--- src/rtl/uart_pkg.sv ---
// uart_pkg: shared constants and helpers for the UART byte-to-word packer
package uart_pkg;
    localparam int D_WIDTH_DEF = 8;
    localparam bit LSB_FIRST = 1'b0;
    localparam bit MSB_FIRST_ENC = 1'b1;
    function automatic int count_width(input int n);
        return $clog2(n + 1);
    endfunction
endpackage

--- src/rtl/uart_word_oreg.sv ---
// uart_word_oreg: one-word output register with valid/ready hold and free indication
module uart_word_oreg #(
    parameter int W  = 128,
    parameter int CW = 5
) (
    input  logic          i_clk,
    input  logic          i_rst,
    input  logic          i_load,
    input  logic [W-1:0]  i_word,
    input  logic [CW-1:0] i_count,
    input  logic          i_ready,
    output logic [W-1:0]  o_word,
    output logic [CW-1:0] o_count,
    output logic          o_valid,
    output logic          o_free
);
    assign o_free = ~o_valid | i_ready;
    // capture a completed word when free, otherwise hold until the handshake
    always_ff @(posedge i_clk) begin
        if (!i_rst) begin
            o_word  <= '0;
            o_count <= '0;
            o_valid <= 1'b0;
        end else if (i_load) begin
            o_word  <= i_word;
            o_count <= i_count;
            o_valid <= 1'b1;
        end else if (i_ready) begin
            o_valid <= 1'b0;
        end
    end
endmodule

--- src/rtl/uart_word_packer.sv ---
// uart_word_packer: packs UART bytes into wide words with flush, backpressure and drop detection
module uart_word_packer
    import uart_pkg::*;
#(
    parameter int D_WIDTH   = D_WIDTH_DEF,
    parameter int NUM_BYTES = 16,
    parameter bit MSB_FIRST = LSB_FIRST,
    parameter int CW        = count_width(NUM_BYTES)
) (
    input  logic                           i_clk,
    input  logic                           i_rst,
    input  logic [D_WIDTH-1:0]             i_data,
    input  logic                           i_enable,
    input  logic                           i_flush,
    output logic                           o_byte_ready,
    output logic [D_WIDTH*NUM_BYTES-1:0]   o_word,
    output logic [CW-1:0]                  o_count,
    output logic                           o_valid,
    input  logic                           i_ready,
    output logic                           o_drop
);
    localparam int W = D_WIDTH * NUM_BYTES;
    logic [W-1:0]  asm_q, asm_d;
    logic [CW-1:0] cnt_q, cnt_d;
    logic          pending, take, complete, load, free;
    assign take = i_enable & ~pending;
    assign o_byte_ready = ~pending;
    // place the accepted byte into the lane selected by the byte order
    always_comb begin
        asm_d = asm_q;
        cnt_d = cnt_q + CW'(take);
        for (int k = 0; k < NUM_BYTES; k++) begin
            if (take && cnt_q == CW'((MSB_FIRST == MSB_FIRST_ENC) ? NUM_BYTES - 1 - k : k))
                asm_d[k*D_WIDTH +: D_WIDTH] = i_data;
        end
    end
    assign complete = ~pending & ((cnt_d == CW'(NUM_BYTES)) | (i_flush & (cnt_d != '0)));
    assign load = (pending | complete) & free;
    // assembly buffer, byte counter, pending flag and drop pulse
    always_ff @(posedge i_clk) begin
        if (!i_rst) begin
            asm_q   <= '0;
            cnt_q   <= '0;
            pending <= 1'b0;
            o_drop  <= 1'b0;
        end else begin
            o_drop <= i_enable & pending;
            if (load) begin
                asm_q   <= '0;
                cnt_q   <= '0;
                pending <= 1'b0;
            end else begin
                asm_q   <= asm_d;
                cnt_q   <= cnt_d;
                pending <= pending | complete;
            end
        end
    end
    uart_word_oreg #(.W(W), .CW(CW)) u_oreg (
        .i_clk   (i_clk),
        .i_rst   (i_rst),
        .i_load  (load),
        .i_word  (asm_d),
        .i_count (cnt_d),
        .i_ready (i_ready),
        .o_word  (o_word),
        .o_count (o_count),
        .o_valid (o_valid),
        .o_free  (free)
    );
endmodule

--- config.mk ---
export PLATFORM = sky130hd
export DESIGN_NAME = uart_word_packer
export DESIGN_NICKNAME = d
export VERILOG_FILES = /design/src/rtl/uart_pkg.sv /design/src/rtl/uart_word_oreg.sv /design/src/rtl/uart_word_packer.sv
export SDC_FILE = /design/constraint.sdc
export NUM_CORES = 1
export LEC_CHECK = 0
export ABC_AREA = 0
export BUFFER_PORTS_ARGS = -buffer_cell sky130_fd_sc_hd__buf_2
export CAP_MARGIN = 20
export CELL_PAD_IN_SITES_DETAIL_PLACEMENT = 1
export CELL_PAD_IN_SITES_GLOBAL_PLACEMENT = 2
export CORE_ASPECT_RATIO = 0.8
export CORE_MARGIN = 3
export CORE_UTILIZATION = 39
export DETAILED_ROUTE_END_ITERATION = 10
export GPL_ROUTABILITY_DRIVEN = 1
export HOLD_SLACK_MARGIN = 0.02
export PLACE_DENSITY_LB_ADDON = 0.1
export SYNTH_ARGS = -nofsm -noshare
export SYNTH_HDL_FRONTEND = slang
export SYNTH_SLANG_ARGS = --single-unit
--- constraint.sdc ---
create_clock -name i_clk -period 7.2 [get_ports i_clk]
set_clock_uncertainty 0.15 [all_clocks]
set_input_delay 1.44 -clock i_clk [delete_from_list [all_inputs] [get_ports i_clk]]
set_output_delay 1.44 -clock i_clk [all_outputs]
set_load 0.01 [all_outputs]
==> flow_summary.yaml <==
clock_tree:
  clockBufferDepth: 3
  htreeDepth: 1
  post_cts_buffers: 0
  cts_root_buffer: "clkbuf_16"
  cts_resized: 0
  cts_buffers: 28
  clkLatencyLatePin_ps: 540
  cts_hold_buf: 0
  tritoncts: "built"
  clkSinkCount: 269
  clk_pin_slew_ps: 60
critical_path:
  reg2reg_from: "pending$_SDFF_PP0_"
  critPathArrivalTime_ps: 4410
  crit_type: "in -> reg"
  crit_buf_inv: 3
  cp_max_fo: 49
  crit_top_cell: "ha_1"
  path_delay_family: "simple AND/OR/NAND/NOR gates"
  slowest_stage: "or4_4"
  r2r_slack_ps: 3580
  worstReg2RegEnd: "u_oreg.o_word[100]$_SDFFE_PN0P_"
  worst_r2r_path_depth: 10
  cpPeakStageDelay_ps: 860
  cp-start-kind: "input pin"
  crit_chain: "buf_2, nor2b_1, ha_1, ha_1, xnor2_2, nand2_1, or4_4, buf_12, buf_4, a31oi_1, a211oi_1"
  end_kind: "flip-flop"
  required_ps: 7420
timing:
  rsz0062_at_grt: "false"
  tightest_slew_ps: 1090
  finalCritPeriodShare_pct: 58.16
  fmax_ghz: 0.2388
  relSlewSlack_pct: 27.31
  setup_violations: 0
  min_period_ps: 4187
  finalHoldViolCount: 0
  final-max-slew-violation-count: 0
  tns_ps: 0
synthesis:
  synth-seq-cells: 269
  synth_top_area_share_pct: 54.38
  syn-mean-instance-area_um2: 10.41
  synthArstFlopShare_pct: 0
  yosys.area_share.adder_pct: 0.2527
  synth_top_flop_cell: "dfxtp_1"
  syn_nets: 966
  synth_edf_count: 0
  synthCells: 951
  yosys.area_share.simple_pct: 8.036
  synth_top_area_cell: "dfxtp_1"
  synthXorXnorAreaFrac_pct: 0.4170
  synth_cell_types: 36
  synth.most_common_cell: "dfxtp_1"
  synth_top_family_by_area: "compound AO/OA/AOI/OAI gates"
  seq_area_frac_synth_pct: 54.38
  netlist_area_um2: 9902
  ys_top_cells_by_count: "dfxtp_1 (269), nor2_1 (133), mux2i_1 (130), a31oi_1 (129), a211oi_1 (119)"
  synth_compound_area_share_pct: 18.88
  synth-warning-count: 0
  yosys-top-cells-area: "dfxtp_1 (54%), mux2i_1 (13%), a211oi_1 (9.0%), a31oi_1 (8.2%), nor2_1 (5.0%)"
  synth_mux_area_share_pct: 13.14
place:
  dp_hpwl_um: 16360
  dpl_cell_area_um2: 10660
  numPortBuffers: 148
  dp.cells: 1327
  place.gp.congestion: 0.7655
cells_and_area:
  multi_input_area_um2: 4060
  area_growth_pct: 17.84
  final_layout_size_suffix_gt1_share_pct: 21.92
  nFillCells: 2711
  fin_area_um2: 11670
  fin_cells: 1381
  finalNetCount: 1056
  seq_area_um2: 5385
  diodes: 0
floorplan:
  die_h_um: 148.5
  num_io_pins: 149
  initial_utilization_pct: 40.20
  dieArea_um2: 27350
  core-area_um2: 24630
  die_w_um: 184.2
  std_cell_rows: 51
hold_path:
  whs_endpoint: "u_oreg.o_count[3]$_SDFFE_PN0P_"
  hold_path_depth: 2
  hold_path.class: "reg -> reg"
  worst_hold_startpoint: "u_oreg.o_count[3]$_SDFFE_PN0P_"
detailed_routing:
  first_pass_iters: 4
  ant_nets: 0
  vias: 7736
  remaining_drc_errors: 0
  drt_wl_total_um: 29300
  vias_per_cell: 5.602
  drt-initial-drc-count: 386
  wl_per_cell_um: 21.22
global_route:
  grt_antenna_before_repair: 1
  grt_pass1_vias: 8015
  overflow: 0
  grt_max_degree: 99
  grt_pass1_wl_um: 46660
  gr-usage-all-layers_pct: 21.22
flow_run:
  drv_cap: 0
pwr:
  peakVddDrop_v: 0.0002958
  power_density_nw_per_um2: 452.4
  p_leak_nw: 5.164
run_status:
  status: "finished, final reports clean"
-- worst max path at each step --
stage / startpoint / end / slack (ps) / depth (start not counted)
after floorplan: i_enable / u_oreg.o_word[59]$_SDFFE_PN0P_ / 3480 / 11
after global routing: i_enable / u_oreg.o_word[100]$_SDFFE_PN0P_ / 2850 / 11
after detailed placement: i_enable / u_oreg.o_word[90]$_SDFFE_PN0P_ / 2400 / 10
after CTS: i_enable / u_oreg.o_word[90]$_SDFFE_PN0P_ / 2960 / 10
after global placement: i_enable / u_oreg.o_word[90]$_SDFFE_PN0P_ / 2540 / 10
final: i_enable / u_oreg.o_word[100]$_SDFFE_PN0P_ / 3010 / 11
-- layout by cell type, fill, tap and decap left out, types with 2 or more instances in the layout --
| cell type | instances |
|---|---|
| clkbuf_8 | 9 |
| ha_1 | 2 |
| nand2_2 | 4 |
| nand4_1 | 2 |
| nand3_1 | 4 |
| nor2b_1 | 6 |
| dfxtp_1 | 269 |
| a211oi_1 | 119 |
| a31oi_1 | 129 |
| nand2_1 | 15 |
| and3_1 | 7 |
| o21ai_0 | 2 |
| xnor2_2 | 2 |
| clkbuf_1 | 4 |
| buf_12 | 2 |
| clkbuf_16 | 29 |
| bufinv_16 | 2 |
| a211oi_2 | 10 |
| clkinv_2 | 7 |
| nor2_1 | 133 |
| buf_2 | 148 |
| mux2i_1 | 130 |
| buf_4 | 9 |
-- through the flow --
stage	hold slack, ps	total power, mW	utilization [%]	setup WS, ps
finish	335.5	5.279	47.37	3013
floorplan	306.4	3.274	-	3481
CTS	345.3	5.292	47.21	2960
detailed placement	331.8	3.786	43.28	2401
global route	361.0	5.609	47.37	2855
global placement	322.8	3.730	43.28	2544
-- where the power goes --
group	switching [mW]	internal, mW
Combinational	1.25	0.662
Sequential	0.134	1.73
Clock	0.602	0.898
Total	1.99	3.29
-- metal layers --
| layer | vias up | track usage (%) | routed length, um |
|---|---|---|---|
| met4 | 2 | 3.853 | 550 |
| met1 | 3872 | 30.17 | 14250 |
| li1 | 3671 | - | - |
| met2 | 152 | 34.94 | 13410 |
| met3 | 39 | 2.958 | 1077 |
| met5 | - | 0 | 13 |
-- area by class of cell --
type / instances / area share, %
Clock buffer: 42 / 7.409
Clock inverter: 10 / 0.8793
Inverter: 2 / 0.08578
Multi-Input combinational cell: 581 / 34.80
Sequential cell: 269 / 46.15
Tap cell: 318 / 3.410
Timing Repair Buffer: 159 / 7.270
-- worst reg2reg max path, delay by kind of cell, from the launching register on --
kind | cells | cell delay (ps)
AND/OR/NAND/NOR | 3 | 1150
XOR/XNOR | 1 | 240
buffers and inverters | 2 | 660
flip-flops | 1 | 480
AO/OA/AOI/OAI | 2 | 320
adder cells (fa/ha/maj) | 2 | 440
-- state kept, by name, summed over array words and instances (netlist names) --
register        cells
cnt_q               5
u_oreg.o_word     128
o_drop              1
pending             1
asm_q             128
u_oreg.o_count      5
u_oreg.o_valid      1
-- cells by family after synthesis --
logic type      Yosys count
compound gates          264
mux                     130
xor+xnor                  3
buf+inv                 101
fa+ha+maj                 2
flops                   269
simple gates            182
No activity file was read; power rests on OpenSTA's default activity.
